**src/rtl/axis_adc_decim_pkg.sv**
```systemverilog
// axis_adc_decim_pkg -- shared constants and helpers for the ADC decimator.
//   - CH1_LSB / CH2_LSB / LANE_WIDTH: where each ADC lane sits in the packed input word
//   - acc_width(): accumulator width A, wide enough for 2^decim_log2 full-scale samples
//   - sat_max() / sat_min(): signed limits of an m-bit output, used by the optional
//     offset trim (ADC_DECIM_OFFSET_TRIM_EN)
package axis_adc_decim_pkg;

  localparam int LANE_WIDTH = 16;
  localparam int CH1_LSB    = 0;
  localparam int CH2_LSB    = 16;

  function automatic int acc_width(input int adc_width, input int decim_log2);
    return adc_width + decim_log2;
  endfunction

  function automatic int sat_max(input int m);
    return (1 << (m - 1)) - 1;
  endfunction

  function automatic int sat_min(input int m);
    return -(1 << (m - 1));
  endfunction

endpackage

```
**src/rtl/axis_adc_decimator_if.sv**
```systemverilog
// axis_adc_decim_if -- one decimated output stream (data + single-cycle valid).
//   tdata  : W-bit decimated sum
//   tvalid : one-cycle pulse when tdata carries a new value
// Handshake: there is no tready; a beat is transferred on every cycle tvalid=1,
// and tdata holds its value on the cycles in between.
// Modports: master drives the stream, slave observes it.
interface axis_adc_decim_if #(
  parameter int W = 16
);
  logic [W-1:0] tdata;
  logic         tvalid;

  modport master (output tdata, output tvalid);
  modport slave  (input tdata, input tvalid);
endinterface

```
**src/rtl/adc_decim_lane.sv**
```systemverilog
// adc_decim_lane -- one channel of the decimator: sign extension, accumulator,
// output alignment and (with ADC_DECIM_OFFSET_TRIM_EN) saturating offset trim.
// Ports:
//   aclk, reset     : clock, asynchronous active-high reset
//   lane_data       : raw 16-bit lane, the low ADC_WIDTH bits are the sample
//   load/add/fin/clr: frame controls from the top-level counter (mutually exclusive)
//   offset          : signed trim value (only with ADC_DECIM_OFFSET_TRIM_EN)
//   m_axis          : decimated output stream
module adc_decim_lane
  import axis_adc_decim_pkg::*;
#(
  parameter int ADC_WIDTH  = 14,
  parameter int DECIM_LOG2 = 2,
  parameter int M          = 16
) (
  input  logic                  aclk,
  input  logic                  reset,
  input  logic [LANE_WIDTH-1:0] lane_data,
  input  logic                  load,
  input  logic                  add,
  input  logic                  fin,
  input  logic                  clr,
`ifdef ADC_DECIM_OFFSET_TRIM_EN
  input  logic signed [M-1:0]   offset,
`endif
  axis_adc_decim_if.master      m_axis
);

  localparam int A = acc_width(ADC_WIDTH, DECIM_LOG2);

  logic signed [A-1:0] sample;
  logic signed [A-1:0] acc;
  logic signed [A-1:0] sum;
  logic        [M-1:0] aligned;

  // Upper lane bits above the ADC sample carry no information.
  wire unused_lane_bits = &{1'b0, lane_data[LANE_WIDTH-1:ADC_WIDTH]};

  assign sample = {{DECIM_LOG2{lane_data[ADC_WIDTH-1]}}, lane_data[ADC_WIDTH-1:0]};
  assign sum    = acc + sample;

  always_ff @(posedge aclk or posedge reset) begin
    if (reset) begin
      acc <= '0;
    end else if (clr || fin) begin
      acc <= '0;
    end else if (load) begin
      acc <= sample;
    end else if (add) begin
      acc <= sum;
    end
  end

  // Sum MSB lands on output MSB: pad with zeros below, or drop LSBs.
  generate
    if (A > M) begin : g_trunc
      assign aligned = sum[A-1 -: M];
      wire unused_lsbs = &{1'b0, sum[A-M-1:0]};
    end else if (A == M) begin : g_exact
      assign aligned = sum;
    end else begin : g_pad
      assign aligned = {sum, {(M-A){1'b0}}};
    end
  endgenerate

`ifdef ADC_DECIM_OFFSET_TRIM_EN
  typedef logic signed [M:0] diff_t;
  localparam diff_t SAT_HI = diff_t'(sat_max(M));
  localparam diff_t SAT_LO = diff_t'(sat_min(M));

  logic signed [M-1:0] stage_q;
  logic                stage_v;
  logic signed [M-1:0] off_q;
  diff_t               diff;
  logic        [M-1:0] trimmed;

  // One extra bit so the subtraction itself cannot wrap before saturation.
  assign diff = {stage_q[M-1], stage_q} - {off_q[M-1], off_q};

  always_comb begin
    trimmed = diff[M-1:0];
    if (diff > SAT_HI) begin
      trimmed = SAT_HI[M-1:0];
    end else if (diff < SAT_LO) begin
      trimmed = SAT_LO[M-1:0];
    end
  end

  always_ff @(posedge aclk or posedge reset) begin
    if (reset) begin
      stage_q       <= '0;
      stage_v       <= 1'b0;
      off_q         <= '0;
      m_axis.tdata  <= '0;
      m_axis.tvalid <= 1'b0;
    end else begin
      off_q         <= offset;
      stage_v       <= fin;
      m_axis.tvalid <= stage_v;
      if (fin) begin
        stage_q <= aligned;
      end
      if (stage_v) begin
        m_axis.tdata <= trimmed;
      end
    end
  end
`else
  always_ff @(posedge aclk or posedge reset) begin
    if (reset) begin
      m_axis.tdata  <= '0;
      m_axis.tvalid <= 1'b0;
    end else begin
      m_axis.tvalid <= fin;
      if (fin) begin
        m_axis.tdata <= aligned;
      end
    end
  end
`endif

endmodule

```
**src/rtl/axis_adc_decimator.sv**
```systemverilog
// axis_adc_decimator -- sums N = 2^DECIM_LOG2 consecutive accepted ADC beats per
// channel and emits one aligned sum per frame on each output stream.
// Ports:
//   aclk, reset                  : clock, asynchronous active-high reset
//   S_AXIS_tdata/S_AXIS_tvalid   : packed dual-lane ADC input, never stalled
//   decim_sync                   : frame realignment strobe
//   offset_ch1/offset_ch2        : signed trims (only with ADC_DECIM_OFFSET_TRIM_EN)
//   M_AXIS_CH{1,2}_tdata/_tvalid : decimated sums, valid pulses identical
//   dbg_count                    : current frame position
// Optional feature macro: ADC_DECIM_OFFSET_TRIM_EN (adds trim, latency 2 instead of 1).
module axis_adc_decimator
  import axis_adc_decim_pkg::*;
#(
  parameter int S_AXIS_DATA_WIDTH = 32,
  parameter int ADC_WIDTH         = 14,
  parameter int DECIM_LOG2        = 2,
  parameter int M_AXIS_DATA_WIDTH = 16
) (
  input  logic                                aclk,
  input  logic                                reset,
  input  logic [S_AXIS_DATA_WIDTH-1:0]        S_AXIS_tdata,
  input  logic                                S_AXIS_tvalid,
  input  logic                                decim_sync,
`ifdef ADC_DECIM_OFFSET_TRIM_EN
  input  logic signed [M_AXIS_DATA_WIDTH-1:0] offset_ch1,
  input  logic signed [M_AXIS_DATA_WIDTH-1:0] offset_ch2,
`endif
  output logic [M_AXIS_DATA_WIDTH-1:0]        M_AXIS_CH1_tdata,
  output logic                                M_AXIS_CH1_tvalid,
  output logic [M_AXIS_DATA_WIDTH-1:0]        M_AXIS_CH2_tdata,
  output logic                                M_AXIS_CH2_tvalid,
  output logic [DECIM_LOG2-1:0]               dbg_count
);

  localparam logic [DECIM_LOG2-1:0] LAST = '1;

  logic [DECIM_LOG2-1:0] count;
  logic                  beat;
  logic                  load, add, fin, clr;

  assign beat = S_AXIS_tvalid;

  // A sync beat restarts the frame with itself as sample 0, so it never finishes one.
  assign load = beat && (decim_sync || count == '0);
  assign add  = beat && !decim_sync && count != '0 && count != LAST;
  assign fin  = beat && !decim_sync && count == LAST;
  assign clr  = decim_sync && !beat;

  always_ff @(posedge aclk or posedge reset) begin
    if (reset) begin
      count <= '0;
    end else if (decim_sync) begin
      count <= beat ? DECIM_LOG2'(1) : '0;
    end else if (beat) begin
      count <= count + 1'b1;
    end
  end

  assign dbg_count = count;

  axis_adc_decim_if #(.W(M_AXIS_DATA_WIDTH)) ch1_if ();
  axis_adc_decim_if #(.W(M_AXIS_DATA_WIDTH)) ch2_if ();

  adc_decim_lane #(
    .ADC_WIDTH (ADC_WIDTH),
    .DECIM_LOG2(DECIM_LOG2),
    .M         (M_AXIS_DATA_WIDTH)
  ) u_lane_ch1 (
    .aclk     (aclk),
    .reset    (reset),
    .lane_data(S_AXIS_tdata[CH1_LSB +: LANE_WIDTH]),
    .load     (load),
    .add      (add),
    .fin      (fin),
    .clr      (clr),
`ifdef ADC_DECIM_OFFSET_TRIM_EN
    .offset   (offset_ch1),
`endif
    .m_axis   (ch1_if)
  );

  adc_decim_lane #(
    .ADC_WIDTH (ADC_WIDTH),
    .DECIM_LOG2(DECIM_LOG2),
    .M         (M_AXIS_DATA_WIDTH)
  ) u_lane_ch2 (
    .aclk     (aclk),
    .reset    (reset),
    .lane_data(S_AXIS_tdata[CH2_LSB +: LANE_WIDTH]),
    .load     (load),
    .add      (add),
    .fin      (fin),
    .clr      (clr),
`ifdef ADC_DECIM_OFFSET_TRIM_EN
    .offset   (offset_ch2),
`endif
    .m_axis   (ch2_if)
  );

  assign M_AXIS_CH1_tdata  = ch1_if.tdata;
  assign M_AXIS_CH1_tvalid = ch1_if.tvalid;
  assign M_AXIS_CH2_tdata  = ch2_if.tdata;
  assign M_AXIS_CH2_tvalid = ch2_if.tvalid;

endmodule

```
**config.mk**
```make
export PLATFORM = sky130hd
export DESIGN_NAME = axis_adc_decimator
export DESIGN_NICKNAME = d
export VERILOG_FILES = /design/src/rtl/axis_adc_decim_pkg.sv /design/src/rtl/axis_adc_decimator_if.sv /design/src/rtl/adc_decim_lane.sv /design/src/rtl/axis_adc_decimator.sv
export SDC_FILE = /design/constraint.sdc
export NUM_CORES = 1
export LEC_CHECK = 0
export BUFFER_PORTS_ARGS = -buffer_cell sky130_fd_sc_hd__buf_4
export CORE_MARGIN = 10
export CORE_UTILIZATION = 60
export CTS_CLUSTER_DIAMETER = 120
export CTS_CLUSTER_SIZE = 10
export DETAILED_ROUTE_END_ITERATION = 12
export PLACE_DENSITY_LB_ADDON = 0.05
export RECOVER_POWER = 100
export SLEW_MARGIN = 20
export SYNTH_ARGS = -nofsm -noshare
export SYNTH_HDL_FRONTEND = slang
export SYNTH_SLANG_ARGS = --single-unit
export TNS_END_PERCENT = 5
```
**constraint.sdc**
```tcl
create_clock -name aclk -period 6.61 [get_ports aclk]
set_input_delay 0.661 -clock aclk [delete_from_list [all_inputs] [get_ports aclk]]
set_output_delay 0.661 -clock aclk [all_outputs]
set_load 0.01 [all_outputs]
```
==> impl_results.md, run 1 <==
* Post-synth ARST share at 100%
* Setup_tns at 0 ns
* Max Fclk at 271 MHz
* Hold path start: u_lane_ch1.m_axis.tdata[5]
* Number of global-route vias before repair at 3425
* Mean post-synth cell area at 9.27 µm²
* Layout cells sized above 1 at 9.48%
* Arrival time at the worst endpoint at 3.34 ns
* Sequential share of the synthesized area at 42.5%
* Synth unique cells at 42
* Longest Clk Path Bufs at 2
* Most used flip-flop cell after synthesis: dfrtp_1
* Starting Density at 61.8%
* CP peak stage delay at 2.50 ns
* CP Class: in -> async
* DIE AREA at 10200 µm²
* DR DRC count at 0
* Routed Antenna Nets at 0
* N_diodes at 0
* CTS tree: yes
* Initial DRC count at 172
* FP Rows at 29
* Worst clock skew at 0.00853 ns
* Max-cap violations at 1
* Worst vdd ir at 0.189 mV
* Root buffer cell: clkbuf_8
* Crit path max-delay family: buffers and inverters
* Die Width at 101 µm
* Post-synthesis cell count at 426
* Period utilization at 55.8%
* Startpoint types: input port
* Post-synthesis adder-cell area fraction at 11.2%
* Post-Synth XOR/XNOR Area at 6.66%
* H-tree Lvls at 3
* Io pins at 72
* Max-slew headroom at -137%
* FF-to-FF setup slack at 4.15 ns
* Complex-gate fraction of the synthesized area at 23.9%
* Hold Path Stages at 2
* GPL Wtd Cong at 0.927
* Yosys warns at 0
* Share of the synthesized area in the top cell type at 42.5%
* Vias post-DR at 3323
* Core area at 6390 µm²
* Layout Utilization at 70.8%
* First-pass GRT wire length at 15.7 mm
* Number of port buffers at 67
* Pwr dens at 343 nW/µm²
* Clk slew on worst S/H paths at 0.07 ns
* Failing checks: capacitance limit, slew limit
* Inserted Clock Buffers at 9
* Pin count of the biggest net entering global routing at 68
* Clock Latency Late Sink at 0.35 ns
* Worst-Margin Slew at 3.56 ns
* Total Wirelength at 9.41 mm
* R2r worst-path depth at 9
* Most common cell in the netlist: nand2_1
* Hold WC Path Type: reg -> reg
* Post-synth top area cell: dfrtp_1
* Worst Path Buf+Inv at 3
* CTS Sinks at 67
* Detailed placer's ending HPWL at 6.76 mm
* Synth Register Bits at 67
* Hold Fails Final Rpt at 0
* Mux cell area share after synthesis at 1.77%
* WP data required at 6.26 ns
* Hold EP: u_lane_ch1.m_axis.tdata[5]
* FF-to-FF Start: u_lane_ch2.acc[0]
* Setup bufs post-CTS at 0
* Worst-path cell chain: clkbuf_4 > inv_1 > clkbuf_1
* Crit Path Max Fanout at 67
* Status: finished with violations
* Final Slew Violations at 68
* GRT Overall Usage at 18.6%
* Pleak at 2.14 nW
* Simple-Gate Fraction of Synth Area at 11.7%
* Crit Reg-Reg Endpoint: u_lane_ch2.m_axis.tdata[12]
* Initial antenna violation count at 0
* Crit end category: asynchronous set/reset pin
* Largest family of logic cells by synthesized area: compound AO/OA/AOI/OAI gates
* Die H at 101 µm
* Post-CTS Hold Fix Bufs at 0
* Synth area leaders: dfrtp_1 42%, ha_1 10%, o21ai_0 8.2%
* Post-synth top cells: 68 x nand2_1, 67 x dfrtp_1, 65 x o21ai_0, 34 x a21oi_1, 32 x ha_1
* Tmin final at 3.69 ns
* EDFF count, synth at 0
* Total grt overflow at 0
* Drt wl/cell at 16.4 µm
* Synthesized area at 3950 µm²
* Area delta synth->final at 14.5%
* Resized cells post-CTS at 0
* # setup viols final at 0
* First drt pass iteration count at 4
* Critical path's slowest cell: clkbuf_1
* Nets at 561
* RSZ-0062 raised after global routing: no
* Vias per inst at 5.80
* Syn nets at 496
cells in the final DEF (no fill, tap or decap), types with 3 or more instances in the layout:
cell	n
o21ai_0	71
nand2_1	68
dfrtp_1	67
clkbuf_1	42
a21oi_1	35
ha_1	32
buf_4	27
nor2_1	17
a22oi_1	17
xnor2_1	16
xor2_1	14
a21o_1	11
clkbuf_8	10
inv_1	8
mux2i_1	7
nand3_1	4
nand4_1	4
nand2b_1	3
a31oi_1	3
nor2b_1	3
a221o_1	3
clkinv_2	3
stage by stage:
step / hold slack [ns] / power, mW / cells / instance area, µm² / setup WS (ns)
6_report: 0.475 / 1.55 / 573 / 4520 / 2.92
5_1_grt: 0.503 / 1.67 / 573 / 4520 / 2.27
4_1_cts: 0.484 / 1.65 / 573 / 4700 / 4.10
3_5_place_dp: 0.465 / 1.31 / 557 / 4510 / 3.73
3_3_place_gp: 0.459 / 1.28 / 557 / 4510 / 3.75
2_1_floorplan: 0.451 / 1.04 / 426 / 3950 / 4.12
registers in the layout, indices dropped and copies added (netlist names):
signal,cells
u_lane_ch2.m_axis.tdata,16
u_lane_ch1.acc,16
u_lane_ch2.m_axis.tvalid,1
u_lane_ch1.m_axis.tdata,16
u_lane_ch2.acc,16
dbg_count,2
worst min-delay path: cells and delay by family, from the launching register on:
family / cells / cell delay, ns
AO/OA/AOI/OAI: 1 / 0.06
flip-flops: 1 / 0.34
AND/OR/NAND/NOR: 1 / 0.05
report_power, final:
group          switching [mW]  internal (mW)
logic                   0.363          0.239
clock network           0.161          0.183
registers              0.0692          0.537
total                   0.593          0.959
how the worst max path moves through the flow:
stage,from,end,slack (ns),cells after the start
final,reset,u_lane_ch1.acc[9],2.92,3
after global placement,S_AXIS_tdata[16],u_lane_ch2.m_axis.tdata[12],3.75,10
after global routing,reset,u_lane_ch1.acc[6],2.27,3
after detailed placement,S_AXIS_tdata[16],u_lane_ch2.m_axis.tdata[12],3.73,10
after floorplan,S_AXIS_tdata[16],u_lane_ch2.m_axis.tdata[12],4.12,9
after CTS,S_AXIS_tdata[16],u_lane_ch2.m_axis.tdata[12],4.10,10
final cells by class:
| type | count | area [µm²] |
|---|---|---|
| clock buffer | 11 | 141 |
| clock inverter | 5 | 52.6 |
| fill | 543 | 1870 |
| inverter | 8 | 30.0 |
| multi-input combinational | 335 | 2150 |
| sequential | 67 | 1680 |
| tap | 77 | 96.3 |
| timing repair buffer | 70 | 372 |
cells by family after synthesis:
kind of cell	count (synthesis)
adders and majority gates	34
xor gates and xnor gates	30
muxes	7
buffers and inverters	24
AOI/OAI and AO/OA	156
DFF	67
and+or+nand+nor	108
routing by layer:
| metal | part of all wire, % | track usage [%] | wire (µm) |
|---|---|---|---|
| met5 | 0 | 0 | 0 |
| met4 | 1.4 | 7.40 | 136 |
| met3 | 6.4 | 4.80 | 601 |
| met2 | 48 | 30.4 | 4540 |
| met1 | 44 | 23.0 | 4130 |
Note: power is estimated with default switching activity, not from simulation.
==> run 2: changes to the inputs <==
--- a/config.mk
+++ b/config.mk
@@ -5,9 +5,10 @@
 export SDC_FILE = /design/constraint.sdc
 export NUM_CORES = 1
 export LEC_CHECK = 0
+export ABC_AREA = 1
 export BUFFER_PORTS_ARGS = -buffer_cell sky130_fd_sc_hd__buf_4
 export CORE_MARGIN = 10
-export CORE_UTILIZATION = 60
+export CORE_UTILIZATION = 52
 export CTS_CLUSTER_DIAMETER = 120
 export CTS_CLUSTER_SIZE = 10
 export DETAILED_ROUTE_END_ITERATION = 12
==> constraint.sdc (replaced) <==
create_clock -name aclk -period 3 [get_ports aclk]
set_input_delay 0.3 -clock aclk [delete_from_list [all_inputs] [get_ports aclk]]
set_output_delay 0.3 -clock aclk [all_outputs]
set_load 0.01 [all_outputs]
==> run 2 against run 1 <==
The flow still finishes with violations (capacitance limit, slew limit). Clock skew up 0.0050 ns. Worst hold slack lost 0.27 ns. Power up 140%. Register-to-register slack worse by 3.4 ns. Routed wire length up 32%. Synthesized cell count increased by 59%. First-iteration DRC count is 33% higher. Design area grew 16%. Largest power group is now combinational logic.
==> impl_results.md, run 2 <==
* Status: finished with violations (unchanged)
* Failing checks: capacitance limit, slew limit (unchanged)
* N_diodes at 0 (unchanged)
* FF-to-FF Start: dbg_count[0] (was u_lane_ch2.acc[0])
* Synth unique cells at 30 (was 42)
* Arrival time at the worst endpoint at 2.47 ns (was 3.34 ns)
* Max-slew headroom at -5.36% (was -137%)
* Post-synthesis cell count at 676 (was 426)
* Final Slew Violations at 73 (was 68)
* GPL Wtd Cong at 0.971 (was 0.927)
* First drt pass iteration count at 4 (unchanged)
* Final instance area at 5240 µm² (was 4520 µm²)
* Placed cell area at 5200 µm² (was 4510 µm²)
* Post-synth top cells: 290 x nand2_1, 67 x dfrtp_1, 62 x inv_1, 56 x nor2_1, 33 x nand3_1 (was 68 x nand2_1, 67 x dfrtp_1, 65 x o21ai_0, 34 x a21oi_1, 32 x ha_1)
* Hold path start: S_AXIS_tdata[0] (was u_lane_ch1.m_axis.tdata[5])
* CTS Sinks at 67 (unchanged)
* Core area at 8680 µm² (was 6390 µm²)
* Resized cells post-CTS at 0 (unchanged)
* CP Class: reg -> reg (was in -> async)
* Number of global-route vias before repair at 4362 (was 3425)
* Detailed placer's ending HPWL at 9.11 mm (was 6.76 mm)
* Vias per inst at 5.10 (was 5.80)
* DR DRC count at 0 (unchanged)
* Max Fclk at 450 MHz
* H-tree Lvls at 3 (unchanged)
* Clock Latency Late Sink at 0.36 ns (was 0.35 ns)
* Total power at 3.68 mW (was 1.55 mW)
* Synthesized area at 4590 µm² (was 3950 µm²)
* Drt wl/cell at 14.6 µm (was 16.4 µm)
* Post-CTS Hold Fix Bufs at 0 (unchanged)
* Initial DRC count at 229 (was 172)
* Starting Density at 52.9% (was 61.8%)
* First-pass GRT wire length at 20.6 mm (was 15.7 mm)
* Syn nets at 746 (was 496)
* Tmin final at 2.22 ns
* Placed cells at 840 (was 557)
* Mean post-synth cell area at 6.79 µm² (was 9.27 µm²)
* Worst vdd ir at 0.339 mV (was 0.189 mV)
* Post-synth top area cell: dfrtp_1 (unchanged)
* Fin cells at 855 (was 573)
* Post-synth ARST share at 100% (unchanged)
* Yosys warns at 0 (unchanged)
* Filler cells at 811 (was 543)
* Layout Utilization at 60.4% (was 70.8%)
* Die H at 114 µm (was 101 µm)
* Area delta synth->final at 14.1% (was 14.5%)
* Synth Register Bits at 67 (unchanged)
* GRT Overall Usage at 19.4% (was 18.6%)
* Commonest non-fill, non-tap cell in the layout: nand2_1 (was o21ai_0)
* FP Rows at 34 (was 29)
* Nets at 813 (was 561)
* RSZ-0062 raised after global routing: no (unchanged)
* Vias post-DR at 4360 (was 3323)
* Max-cap violations at 2 (was 1)
* Io pins at 72 (unchanged)
* CTS tree: yes (unchanged)
* Pwr dens at 703 nW/µm² (was 343 nW/µm²)
* Post-route worst setup slack at 0.778 ns (was 2.92 ns)
* Period utilization at 74.1%
* Synth area leaders: dfrtp_1 37%, nand2_1 24%, ha_1 8.7% (was dfrtp_1 42%, ha_1 10%, o21ai_0 8.2%)
* EDFF count, synth at 0 (unchanged)
* DIE AREA at 13000 µm² (was 10200 µm²)
* # setup viols final at 0 (unchanged)
* Hold WC Path Type: in -> reg (was reg -> reg)
* Number of port buffers at 67 (unchanged)
* Most common cell in the netlist: nand2_1 (unchanged)
* Crit Path Max Fanout at 22 (was 67)
* Layout cells sized above 1 at 9.37% (was 9.48%)
* Hold WS at 0.209 ns (was 0.475 ns)
* Initial antenna violation count at 0 (unchanged)
* Die Width at 114 µm (was 101 µm)
* Crit end category: flop (was asynchronous set/reset pin)
* Root buffer cell: clkbuf_8 (unchanged)
* Worst clock skew at 0.0135 ns (was 0.00853 ns)
* Worst-Margin Slew at 1.58 ns (was 3.56 ns)
* Critical path origin: dbg_count[0] (was reset)
* Routed Antenna Nets at 0 (unchanged)
* Inserted Clock Buffers at 9 (unchanged)
* Total grt overflow at 0 (unchanged)
* Startpoint types: flop (was input port)
* Pin count of the biggest net entering global routing at 39 (was 68)
* Setup_tns at 0 ns (unchanged)
* Most frequent cells in the layout: 290 x nand2_1, 67 x dfrtp_1, 64 x inv_1 (was 71 x o21ai_0, 68 x nand2_1, 67 x dfrtp_1)
* Pleak at 2.98 nW (was 2.14 nW)
* Most used flip-flop cell after synthesis: dfrtp_1 (unchanged)
* Clk slew on worst S/H paths at 0.09 ns (was 0.07 ns)
* Hold Fails Final Rpt at 0 (unchanged)
* Setup WS pre-CTS at 0.792 ns (was 3.73 ns)
* Longest Clk Path Bufs at 2 (unchanged)
* Share of the synthesized area in the top cell type at 36.5% (was 42.5%)
* Total Wirelength at 12.4 mm (was 9.41 mm)
* Setup bufs post-CTS at 0 (unchanged)
* WP data required at 3.24 ns (was 6.26 ns)
* Sequential share of the synthesized area at 36.5% (was 42.5%)
run 2: cell count changes after synthesis, sizes merged, moves of 7 or more:
cell / before / now
nor2: 18 / 58
xnor2: 16 / 6
nand2: 68 / 293
mux2i: 7 / 0
o21ai: 72 / 42
clkbuf: 15 / 8
inv: 8 / 73
a21oi: 35 / 25
a22oi: 17 / 0
nand3: 4 / 33
buf: 1 / 9
a21o: 11 / 2
run 2: layer usage:
metal | global-route usage [%] | part of all wire (%) | vias up
met3 | 3.78 | 4.1 | 24
li1 | - | - | 2244
met1 | 23.4 | 45 | 2001
met4 | 6.60 | 2.4 | 0
met5 | 0 | 0 | -
met2 | 33.5 | 49 | 91
run 2: cells by family after synthesis:
logic type | after synthesis | synth area share (%)
fa+ha+maj | 34 | 9.59
flops | 67 | 36.5
buf+inv | 90 | 7.66
compound gates | 74 | 8.94
xor+xnor | 16 | 3.05
simple gates | 395 | 34.2
run 2: critical path, cell delays in order, from the launching register on:
cell and delay [ns]:
dfrtp_1 0.41, inv_1 0.10, ha_1 0.15, nor2_1 0.07
nor2_4 0.37, inv_1 0.55, nand3_1 0.28, nand2_1 0.07
nand2_1 0.06, nand2_1 0.04
run 2: where the power goes:
part	switching [mW]	leakage (nW)	total, mW	internal [mW]
clock	0.396	0.0913	0.777	0.381
combinational	0.996	2.03	1.56	0.566
sequential	0.157	0.857	1.34	1.19
total	1.55	2.98	3.68	2.13
run 2: layout make-up:
class / instances / area [µm²] / share of cell area (%)
inverters: 73 / 274 / 5.23
multi-input cells: 519 / 2560 / 48.9
clock buffers: 9 / 124 / 2.37
repair buffers: 73 / 402 / 7.67
well taps: 108 / 135 / 2.58
flip-flops and latches: 67 / 1680 / 32.0
clock inverters: 6 / 67.6 / 1.29
run 2: worst paths after layout:
path                                               endpoint  slack, ns  depth (start not counted)
worst max-delay path                     u_lane_ch1.acc[14]       0.78                          9
worst min-delay path                      u_lane_ch1.acc[0]       0.21                          3
worst max register to register           u_lane_ch1.acc[14]       0.78                          9
worst min register to register  u_lane_ch1.m_axis.tdata[11]       0.48                          2
max in group asynchronous       u_lane_ch1.m_axis.tdata[15]       1.11                          3
min in group asynchronous                 u_lane_ch1.acc[3]       0.39                          2
==> run 3: changes to the inputs <==
--- a/config.mk
+++ b/config.mk
@@ -5,10 +5,10 @@
 export SDC_FILE = /design/constraint.sdc
 export NUM_CORES = 1
 export LEC_CHECK = 0
-export ABC_AREA = 1
+export ABC_AREA = 0
 export BUFFER_PORTS_ARGS = -buffer_cell sky130_fd_sc_hd__buf_4
 export CORE_MARGIN = 10
-export CORE_UTILIZATION = 52
+export CORE_UTILIZATION = 51
 export CTS_CLUSTER_DIAMETER = 120
 export CTS_CLUSTER_SIZE = 10
 export DETAILED_ROUTE_END_ITERATION = 12
==> constraint.sdc (replaced) <==
create_clock -name aclk -period 1.8 [get_ports aclk]
set_input_delay 0.18 -clock aclk [delete_from_list [all_inputs] [get_ports aclk]]
set_output_delay 0.18 -clock aclk [all_outputs]
set_load 0.01 [all_outputs]
==> run 3 against run 2 <==
The run ends with setup timing left. Clock power increased by 85%. Die area down 10%. Core utilization increased by 9.1 points. Sequential power up 67%. Flip-flop and latch count stayed put. Global-route usage decreased by 1.1 points.
==> impl_results.md, run 3 (same netlist as run 1, synthesis figures left out) <==
* Comb pwr share at 43.7% (was 42.4%)
* FF-to-FF setup slack at -0.33 ns (was 0.78 ns)
* DR DRC count at 0 (unchanged)
* Hold EP: dbg_count[1] (was u_lane_ch1.acc[0])
* Die H at 108 µm (was 114 µm)
* FF-to-FF Start: u_lane_ch2.acc[0] (was dbg_count[0])
* Vias post-DR at 3591 (was 4360)
* # setup viols final at 42 (was 0)
* First drt pass iteration count at 4 (unchanged)
* CTS tree: yes (unchanged)
* Pleak at 2.48 nW (was 2.98 nW)
* Area delta synth->final at 34.5% (was 14.1%)
* DIE AREA at 11700 µm² (was 13000 µm²)
* Number of port buffers at 67 (unchanged)
* Max Fclk at 469 MHz (was 450 MHz)
* Worst-Margin Slew at 1.09 ns (was 1.58 ns)
* CTS Sinks at 67 (unchanged)
* Clk slew on worst S/H paths at 0.07 ns (was 0.09 ns)
* Crit Path Max Fanout at 3 (was 22)
* Filler cells at 671 (was 811)
* Initial DRC count at 169 (was 229)
* Period utilization at 119% (was 74.1%)
* Hold Fails Final Rpt at 0 (unchanged)
* Internal at 4.13 mW (was 2.13 mW)
* Setup_tns at -6.65 ns (was 0 ns)
* Crit Reg-Reg Endpoint: u_lane_ch2.m_axis.tdata[12] (was u_lane_ch1.acc[14])
* CP Class: reg -> reg (unchanged)
* Setup WS pre-CTS at -0.374 ns (was 0.792 ns)
* Commonest non-fill, non-tap cell in the layout: buf_4 (was nand2_1)
* Drt wl/cell at 16.1 µm (was 14.6 µm)
* Pwr dens at 1230 nW/µm² (was 703 nW/µm²)
* Hold WC Path Type: in -> reg (unchanged)
* WP data required at 2.01 ns (was 3.24 ns)
* Max-slew headroom at 27.5% (was -5.36%)
* Final Slew Violations at 0 (was 73)
* Sw Pwr at 2.41 mW (was 1.55 mW)
* Total grt overflow at 0 (unchanged)
* N_diodes at 0 (unchanged)
* Most frequent cells in the layout: 82 x buf_4, 66 x nand2_1, 66 x dfrtp_1 (was 290 x nand2_1, 67 x dfrtp_1, 64 x inv_1)
* R2r worst-path depth at 9 (unchanged)
* Total Wirelength at 10.5 mm (was 12.4 mm)
* Initial antenna violation count at 0 (unchanged)
* Longest Clk Path Bufs at 2 (unchanged)
* GPL Wtd Cong at 0.905 (was 0.971)
* Hold path start: decim_sync (was S_AXIS_tdata[0])
* Startpoint types: flop (unchanged)
* Layout cells sized above 1 at 27.1% (was 9.37%)
* Status: finished with violations (unchanged)
* Worst vdd ir at 0.563 mV (was 0.339 mV)
* Die Width at 108 µm (was 114 µm)
* Sequential power share at 34.3% (was 36.5%)
* Sw frac at 36.9% (was 42.1%)
* Failing checks: setup timing (was capacitance limit, slew limit)
* Root buffer cell: clkbuf_8 (unchanged)
* Routed Antenna Nets at 0 (unchanged)
* Pin count of the biggest net entering global routing at 49 (was 39)
* Nets at 619 (was 813)
* Inserted Clock Buffers at 9 (unchanged)
* GRT Overall Usage at 18.2% (was 19.4%)
* RSZ-0062 raised after global routing: yes (was no)
* Hold Path Stages at 2 (was 3)
* Clock Latency Late Sink at 0.35 ns (was 0.36 ns)
* Tmin final at 2.13 ns (was 2.22 ns)
* Power share of the clock group at 22.0% (was 21.1%)
* Io pins at 72 (unchanged)
* Vias per inst at 5.47 (was 5.10)
* Core area at 7650 µm² (was 8680 µm²)
* Crit end category: flop (unchanged)
* Starting Density at 51.6% (was 52.9%)
* Max-cap violations at 0 (was 2)
* FP Rows at 32 (was 34)
* Number of global-route vias before repair at 3638 (was 4362)
* Arrival time at the worst endpoint at 2.35 ns (was 2.47 ns)
* First-pass GRT wire length at 17.3 mm (was 20.6 mm)
* H-tree Lvls at 3 (unchanged)
* Worst clock skew at 0.0117 ns (was 0.0135 ns)
* Detailed placer's ending HPWL at 7.63 mm (was 9.11 mm)
* Post-route worst setup slack at -0.334 ns (was 0.778 ns)
run 3: changes by cell type in the layout (fill, tap and decap cells not counted), moves of 9 or more:
cell     delta
nand3_1    -30
nand2_1   -224
a21o_1      +9
a21oi_2     +9
nor2_1     -39
o21ai_0    +15
o21ai_1    +14
buf_4      +49
inv_1      -56
a22oi_1    +17
inv_2       -9
run 3: worst max path at each step:
stage / from / slack (ns) / endpoint
after floorplan: u_lane_ch2.acc[0] / -0.27 / u_lane_ch2.m_axis.tdata[12]
after global placement: u_lane_ch2.acc[0] / -0.35 / u_lane_ch2.m_axis.tdata[12]
after detailed placement: u_lane_ch2.acc[0] / -0.37 / u_lane_ch2.acc[12]
after CTS: u_lane_ch2.acc[0] / -0.35 / u_lane_ch2.m_axis.tdata[12]
after global routing: u_lane_ch2.acc[0] / -0.47 / u_lane_ch2.acc[12]
final: u_lane_ch2.acc[0] / -0.33 / u_lane_ch2.m_axis.tdata[12]
run 3: through the flow:
step | instances | area (µm²) | utilization, % | power, mW | hold WS [ns]
2_1_floorplan | 426 | 3970 | - | 3.83 | 0.246
3_3_place_gp | 638 | 5010 | 65.5 | 5.09 | 0.262
3_5_place_dp | 638 | 5010 | 65.5 | 5.17 | 0.265
4_1_cts | 655 | 5370 | 70.2 | 6.76 | 0.0275
5_1_grt | 656 | 5310 | 69.5 | 7.01 | 0.0442
6_report | 656 | 5310 | 69.5 | 6.54 | 0.0490
run 3: cell type report:
type	count	area, µm²	share of cell area, %
flip-flops and latches	67	1680	31.6
clock buffers	12	155	2.92
clock inverters	4	72.6	1.37
inverters	8	30.0	0.565
multi-input cells	335	2420	45.5
repair buffers	128	832	15.7
well taps	102	128	2.40
run 3: metal layers:
metal	track usage (%)	vias to the layer above	share of wire (%)
met5	0	-	0
met4	6.68	0	1.6
met3	3.57	19	4.4
met2	32.1	78	50
met1	21.5	1718	44
li1	-	1776	-
run 3: power by group through the flow:
stage	clock network, mW	registers (mW)	logic (mW)
2_1_floorplan	0	2.39	1.44
6_report	1.44	2.24	2.86
5_1_grt	1.52	2.31	3.18
3_5_place_dp	0	2.27	2.90
4_1_cts	1.48	2.25	3.03
3_3_place_gp	0	2.25	2.84
run 3: worst max-delay path, cell delays in order (launching register included):
cell and delay [ns]:
dfrtp_1 0.39, ha_2 0.19, fa_2 0.34, a21o_1 0.18, nand3_2 0.10, a31oi_4 0.10
a221o_1 0.31, a21oi_2 0.13, xor2_1 0.16, o21ai_0 0.10
run 3: what timing repair did:
action,in CTS,in global routing
hold buffers,1,0
setup endpoints to repair,47,52
endpoints found under the hold margin,67,0
resized for setup,30,19
pin swaps,19,5
buffers inserted,0,1
